--- src/rtl/aes_kat_sequencer.sv ---
// Known-answer self-test sequencer. It walks a vector ROM and drives a shared AES core
// through a start/done handshake. It accumulates the fail count, the first failing index and per-class LEDs.
module aes_kat_sequencer #(
  parameter int NUM_VEC = 6,
  parameter int TIMEOUT = 64,
  parameter int IDX_W   = 8
) (
  input  logic             clk,
  input  logic             reset,
  input  logic             start,
  output logic             busy,
  output logic             done,
  output logic             pass_all,
  output logic [IDX_W-1:0] fail_count,
  output logic [IDX_W-1:0] first_fail_idx,
  output logic             timeout_flag,
  output logic [5:0]       led,
  output logic [IDX_W-1:0] vec_addr,
  input  logic [255:0]     vec_key,
  input  logic [1:0]       vec_ksize,
  input  logic             vec_dir,
  input  logic [127:0]     vec_din,
  input  logic [127:0]     vec_exp,
  output logic             core_start,
  output logic [255:0]     core_key,
  output logic [1:0]       core_ksize,
  output logic             core_dir,
  output logic [127:0]     core_din,
  input  logic             core_done,
  input  logic [127:0]     core_dout
);
  localparam int CNT_W = $clog2(TIMEOUT);
  localparam logic [CNT_W-1:0] CNT_LAST = CNT_W'(TIMEOUT - 1);
  localparam logic [IDX_W-1:0] LAST_IDX = IDX_W'(NUM_VEC - 1);

  typedef enum logic [2:0] {
    S_IDLE, S_FETCH, S_WAIT_ROM, S_LAUNCH, S_WAIT_CORE, S_CHECK, S_NEXT
  } state_t;

  state_t            state_reg, state_next;
  logic [CNT_W-1:0]  tmo_cnt_reg;
  logic [127:0]      exp_reg, result_reg;
  logic [5:0]        class_seen_reg, class_fail_reg, class_bit;
  logic              vec_fail, cnt_expired, result_ok, last_vec;

  assign cnt_expired = (tmo_cnt_reg == CNT_LAST);
  assign result_ok   = (result_reg == exp_reg);
  assign last_vec    = (vec_addr == LAST_IDX);
  assign class_bit   = 6'b1 << ({2'b00, core_dir} * 3'd3 + {1'b0, core_ksize});
  // Decoded from the state register so it can never outlive LAUNCH, even across reset.
  assign core_start  = (state_reg == S_LAUNCH);

  always_ff @(posedge clk) begin
    if (reset) state_reg <= S_IDLE;
    else       state_reg <= state_next;
  end

  always_comb begin
    state_next = state_reg;
    vec_fail   = 1'b0;
    case (state_reg)
      S_IDLE:     if (start) state_next = S_FETCH;
      S_FETCH:    state_next = S_WAIT_ROM;
      S_WAIT_ROM: begin
        if (vec_ksize == 2'd3) begin
          vec_fail   = 1'b1;
          state_next = S_NEXT;
        end else begin
          state_next = S_LAUNCH;
        end
      end
      S_LAUNCH:   state_next = S_WAIT_CORE;
      S_WAIT_CORE: begin
        if (core_done) begin
          state_next = S_CHECK;
        end else if (cnt_expired) begin
          vec_fail   = 1'b1;
          state_next = S_NEXT;
        end
      end
      S_CHECK: begin
        vec_fail   = !result_ok;
        state_next = S_NEXT;
      end
      S_NEXT:     state_next = last_vec ? S_IDLE : S_FETCH;
      default:    state_next = S_IDLE;
    endcase
  end

  always_ff @(posedge clk) begin
    if (reset) begin
      busy           <= 1'b0;
      done           <= 1'b0;
      pass_all       <= 1'b0;
      fail_count     <= '0;
      first_fail_idx <= '1;
      timeout_flag   <= 1'b0;
      led            <= '0;
      vec_addr       <= '0;
      core_key       <= '0;
      core_ksize     <= '0;
      core_dir       <= 1'b0;
      core_din       <= '0;
      exp_reg        <= '0;
      result_reg     <= '0;
      tmo_cnt_reg    <= '0;
      class_seen_reg <= '0;
      class_fail_reg <= '0;
    end else begin
      if (vec_fail) begin
        if (fail_count != '1)     fail_count     <= fail_count + IDX_W'(1);
        if (first_fail_idx == '1) first_fail_idx <= vec_addr;
      end
      case (state_reg)
        S_IDLE: begin
          if (start) begin
            fail_count     <= '0;
            first_fail_idx <= '1;
            timeout_flag   <= 1'b0;
            led            <= '0;
            class_seen_reg <= '0;
            class_fail_reg <= '0;
            done           <= 1'b0;
            busy           <= 1'b1;
            vec_addr       <= '0;
          end
        end
        S_WAIT_ROM: begin
          core_key   <= vec_key;
          core_ksize <= vec_ksize;
          core_dir   <= vec_dir;
          core_din   <= vec_din;
          exp_reg    <= vec_exp;
        end
        S_LAUNCH:   tmo_cnt_reg <= '0;
        S_WAIT_CORE: begin
          if (core_done) begin
            result_reg <= core_dout;
          end else begin
            tmo_cnt_reg <= tmo_cnt_reg + CNT_W'(1);
            if (cnt_expired) timeout_flag <= 1'b1;
          end
        end
        S_CHECK: begin
          class_seen_reg <= class_seen_reg | class_bit;
          if (!result_ok) class_fail_reg <= class_fail_reg | class_bit;
          led <= (class_seen_reg | class_bit) & ~(class_fail_reg | (result_ok ? 6'b0 : class_bit));
        end
        S_NEXT: begin
          if (last_vec) begin
            busy     <= 1'b0;
            done     <= 1'b1;
            pass_all <= (fail_count == '0);
          end else begin
            vec_addr <= vec_addr + IDX_W'(1);
          end
        end
        default: ;
      endcase
    end
  end
endmodule

--- config.mk ---
export PLATFORM = sky130hd
export DESIGN_NAME = aes_kat_sequencer
export DESIGN_NICKNAME = d
export VERILOG_FILES = /design/src/rtl/aes_kat_sequencer.sv
export SDC_FILE = /design/constraint.sdc
export NUM_CORES = 2
export LEC_CHECK = 0
export ABC_AREA = 1
export CAP_MARGIN = 20
export CORE_AREA = 2 2 414 416
export CTS_BUF_LIST = sky130_fd_sc_hd__clkbuf_4
export DETAILED_ROUTE_END_ITERATION = 8
export DIE_AREA = 0 0 416 418
export PLACE_DENSITY = 0.45
export SYNTH_ARGS = -nofsm -noshare
export SYNTH_HDL_FRONTEND = slang
export SYNTH_SLANG_ARGS = --single-unit
--- constraint.sdc ---
create_clock -name clk -period 1.96 [get_ports clk]
set_input_delay 0.196 -clock clk [delete_from_list [all_inputs] [get_ports clk]]
set_output_delay 0.196 -clock clk [all_outputs]
set_load 0.02 [all_outputs]
; ---- Word-level counts from Yosys, hierarchy flattened
; Cells that the tools add are included.
[op_classes]
mul = 1
n_mux = 38
bitwise_logic = 5
shifts = 1
reduce_logical = 16
div = 0
n_addsub = 4
order_cmp = 0
eq_ne = 19
[op_table]
columns = op, count
row1 = $eq 128x128->1, 1
row2 = $mux 8, 10
row3 = $pmux 6 s2, 4
row4 = $mux 6, 4
row5 = $pmux 3 s7, 1
row6 = $or 6x6->6, 3
row7 = $add 8x1->8 const B, 2
row8 = $pmux 8 s2, 1
row9 = $mux 3, 4
row10 = $ne 2x2->1 const B, 6
row11 = $mux 1, 10
row12 = $reduce_and 2->1, 5
row13 = $eq 3x3->1 const B, 3
row14 = $reduce_and 3->1, 3
row15 = $eq 8x3->1 const B, 1
row16 = $eq 8x8->1 const B, 1
row17 = $logic_not 8->1, 1
row18 = $ne 8x8->1 const B, 1
row19 = $reduce_bool 2->1, 4
row20 = $add 6x1->6 const B, 1
row21 = $and 6x6->6, 1
row22 = $eq 3x2->1 const B, 2
row23 = $eq 6x6->1 const B, 1
row24 = $not 6->6, 1
row25 = other kinds (11), 13
[word_totals]
romBits = 0
mem_count = 0
latch_bits = 0
ramBits = 0
register_bits = 698
output_inout_bits = 422

; ---- Longest topological paths before layout
[logic_depth]
word_depth = 8
depth_mapped = 17
ltp_nobuf = 16

; ---- Worst setup path after synthesis
; OpenSTA, ideal clock, no wires.
[synth_path]
path_kind = flip-flop to flip-flop
start = register core_dir
end = register led[3]
n_path_buf = 0
setup_slack_ps = 63
synth_period_minus_slack_ps = 1897
setup_ps = 70
stages_incl_launch_ff = 9
arrival_time_ps = 1826
path_cell_list = dfxtp_1 > ha_1 > fa_1 > inv_1 > nor3_1 > o21ai_0 > nor2_1 > nand2_1 > a21oi_1
[synth_via]
elab_chain_len = 8
word_cells_on_any_way = 9
cone_classes = add/sub: 1 / mul: 1 / shift: 1 / mux: 2 / bitwise: 4
[synth_lines]
columns = item, line
row1 = "start, declared", 27  ; output logic core_dir,
row2 = "start signal, assigned", 131  ; core_dir <= vec_dir;
row3 = $mul 1x2->3 (*), 49  ; assign class_bit = 6'b1 << ({2'b00, core_dir} * 3'd3 + {1'b0, core_ksize});
row4 = $add 3x2->3 (*), 49
row5 = $shl 1x3->6 (*), 49
row6 = $mux 6, 147  ; led <= (class_seen_reg | class_bit) & ~(class_fail_reg | (result_ok ? 6'b0 : class_bit));
row7 = $or 6x6->6, 147
row8 = $not 6->6, 147
row9 = $and 6x6->6 (*), 147
row10 = $pmux 6 s2 (*), 114  ; case (state_reg)
row11 = "end signal, assigned", 147
row12 = "end, declared", 17  ; output logic [5:0] led,
; Every way passes the cells marked *; elsewhere a longest branch is shown, timed or not.
; A chain may end at the register's enable or synchronous reset.

; ---- Final worst setup path
[layout_path]
start = register state_reg[2]
end = output port core_start
[layout_via]
elab_chain_len = 1
[layout_lines]
columns = item, line
row1 = "start, declared", 40  ; state_t state_reg, state_next;
row2 = "start signal, assigned", 55  ; else state_reg <= state_next;
row3 = $eq 3x2->1, 51  ; assign core_start = (state_reg == S_LAUNCH);
row4 = "end, declared", 24  ; output logic core_start,
; Every way passes these cells.

==> metrics.txt <==
status complete, but fails checks; failing checks negative setup slack; Synth top area share 53.34%; Initial Util between 10% and 20%; Yosys cell types 35; worst min path class input port to flip-flop; # IOs 1,069; RSZ-0062 raised after global routing true; Final Hold Fails 0; CTS tree done; DRT iter0 DRCs 1,563; DR DRC count 0; global-route total usage across every layer 16.84%; Vias/cell 3.992; Crit path required time about 1.8 ns; TritonCTS buffer count 209; syn_nets 4,125; Layout area overhead 122.0%; r2r setup slk -0.17 ns; vias in the first global route 35.17k; #FFs+latches synth 698; R2R Path End first_fail_idx[5]; Filler Cell Count between 15k and 20k; final setup fails 25; first-pass GRT wire length about 220 mm; Period minus WS final 2.134 ns; most frequent cells in the layout dlygate4sd3_1 (1,174), nor2_1 (985), clkdlybuf4s50_1 (644); Reg2Reg Launch Point exp_reg[16]; Util after Layout between 30% and 40%; crit-path max FO 3; overall power about 55 mW; die height 418 um; vias 33.63k; dpl ws -0.6217 ns; Worst Skew 0.08086 ns; Routed wire per std cell ~18 um; Die Width between 400 and 500 um; most common cell after layout, fill and taps aside dlygate4sd3_1; Syn. warnings 0; clk root buf clkbuf_4; layout cell share with drive strength beyond 1 26.36%; Peak VDD IR 0.0006331 V; PortBufs 1,068; initial antenna violation count 51; Power Density approximately 950 nW/um2; GRT overflow 0; main area contributors after synthesis dfxtp_1 (53%), nor2_1 (14%), o21ai_0 (11%); largest family of logic cells by synthesized area simple AND/OR/NAND/NOR gates; dominant cell type by area after synthesis dfxtp_1; Max Clock Freq roughly 0.47 GHz; worst skew pair latency 1.23 ns; Tcrit/Tclk final 108.9%; sequential share of the synthesized area 53.34%; Post-Synth XOR/XNOR Area 2.708%; worst r2r path cells 15; Worst setup SP type flip-flop; Post-Syn Area per Cell approximately 7.5 um2; number of flip-flops in the largest register 256; nets@finish 6,664; Hold Path Origin vec_exp[73]; Final Worst Setup Slack -0.1742 ns; post-detail-place hpwl 106.2 mm; crit path DAT 1.94 ns; Synth Area in Simple Gates 22.69%; CTS clock-pin slew for the worst setup and hold paths around 0.060 ns; Compound-Gate Fraction of Synth Area 15.37%; Mapped Cells between 3k and 4k; Worst Setup EP core_start; Row Count ~150; worst-margin pin slew 0.6462 ns; die area 173,900 um2; Core Area about 170,000 um2; leakage about 24 nW; Crit. End Element primary output; Critical path origin state_reg[2]; TritonRoute pass-1 iters 5; Final Slew Violations 0; MaxCap Viol Count 0; GPL Wtd Cong 0.8815; H-tree level count 4; post-synthesis adder-cell area fraction 0.3630%; Post-Route WL approximately 150 mm; largest net degree at the start of global routing 114; CTS max path bufs 3; clock sinks between 600 and 700; largest reg by FF count core_key; max_slew headroom between 50 and 60%; synthesized cell area 26,200 um2; WS Path Type flip-flop to primary output; mux cell area share after synthesis 0%; ANT nets after route 0
cells in the mapped netlist:
master	instances
fa_1	1
nand2_1	339
nor3b_1	2
buf_2	10
nand3b_1	2
nor3_4	1
nor2_4	3
inv_2	12
nor3_2	1
o21ai_1	2
ha_1	6
o211ai_1	1
nand4_1	29
xor2_1	5
o21ai_0	581
a41oi_1	1
clkbuf_1	213
nor3_1	22
buf_6	1
inv_1	140
nor2_2	1
a311oi_1	1
clkinv_1	1
nand3_2	1
dfxtp_1	698
xnor2_1	76
nand2_2	3
o31ai_1	1
a21oi_1	212
o211a_1	1
nor2_1	1003
buf_1	3
a31oi_1	1
nor4_1	4
nand3_1	93
metrics by stage:
step	TNS [ns]	hold WS [ns]	instances	instance area, um2
3_5_place_dp	-13.01	0.4471	6777	41120
6_report	-1.941	0.2257	8423	58140
5_1_grt	-56.11	0.04419	8415	58120
3_3_place_gp	-13.46	0.4390	6777	41120
4_1_cts	-73.14	0.0007110	8354	57340
2_1_floorplan	0	0.3236	3471	26200
layer usage:
| metal | routed length (um) | up-vias | global-route usage (%) | part of all wire [%] |
|---|---|---|---|---|
| li1 | - | 16460 | - | - |
| met1 | 59740 | 15690 | 18.10 | 39 |
| met2 | 77420 | 1111 | 29.78 | 50 |
| met3 | 8834 | 354 | 4.628 | 5.7 |
| met4 | 7730 | 10 | 9.294 | 5.0 |
| met5 | 44 | - | 0 | 0.029 |
critical path: stages (launching register included):
cell and delay [ns]:
dfxtp_4 0.34, buf_6 0.12, nor3_4 0.16, buf_6 0.16
repair_timing:
item	4_1_cts	5_1_grt
setup buffers	39	28
gates resized for setup	3182	115
endpoints found under the hold margin	698	2
cloned	2	7
hold buffers	1175	1
pin swaps	28	54
setup endpoints to repair	458	557
how the worst min path moves through the flow:
stage,endpoint,slack (ns),cells past startpoint
after global routing,exp_reg[74],0.04,4
after global placement,class_seen_reg[5],0.44,2
after detailed placement,class_seen_reg[5],0.45,2
after floorplan,core_ksize[0],0.32,2
after CTS,core_key[4],0.0007,4
final,exp_reg[73],0.23,4
kinds of logic (layout without fill, tap and decap cells):
| family | Yosys count | in the layout |
|---|---|---|
| AO/OA/AOI/OAI | 801 | 801 |
| AND/OR/NAND/NOR | 1504 | 1505 |
| adder cells (fa/ha/maj) | 7 | 7 |
| buffers and inverters | 380 | 3070 |
| other | 0 | 43 |
| flip-flops | 698 | 698 |
| XOR/XNOR | 81 | 81 |
layout make-up:
| type | count | area, um2 | share of cell area (%) |
|---|---|---|---|
| antenna | 43 | 107.6 | 0.1851 |
| clock buffer | 306 | 2297 | 3.951 |
| clock inverter | 57 | 327.8 | 0.5638 |
| inverter | 153 | 610.6 | 1.050 |
| multi-input combinational | 2394 | 11320 | 19.46 |
| sequential | 698 | 14610 | 25.12 |
| tap | 2218 | 2775 | 4.773 |
| timing repair buffer | 2554 | 26110 | 44.90 |
power by group:
part / switching, mW / internal [mW]
clock: 7.02 / 7.49
combinational: 11.1 / 10.2
sequential: 1.90 / 17.3
total: 20.0 / 35.0
(Power assumes the default switching activity.)
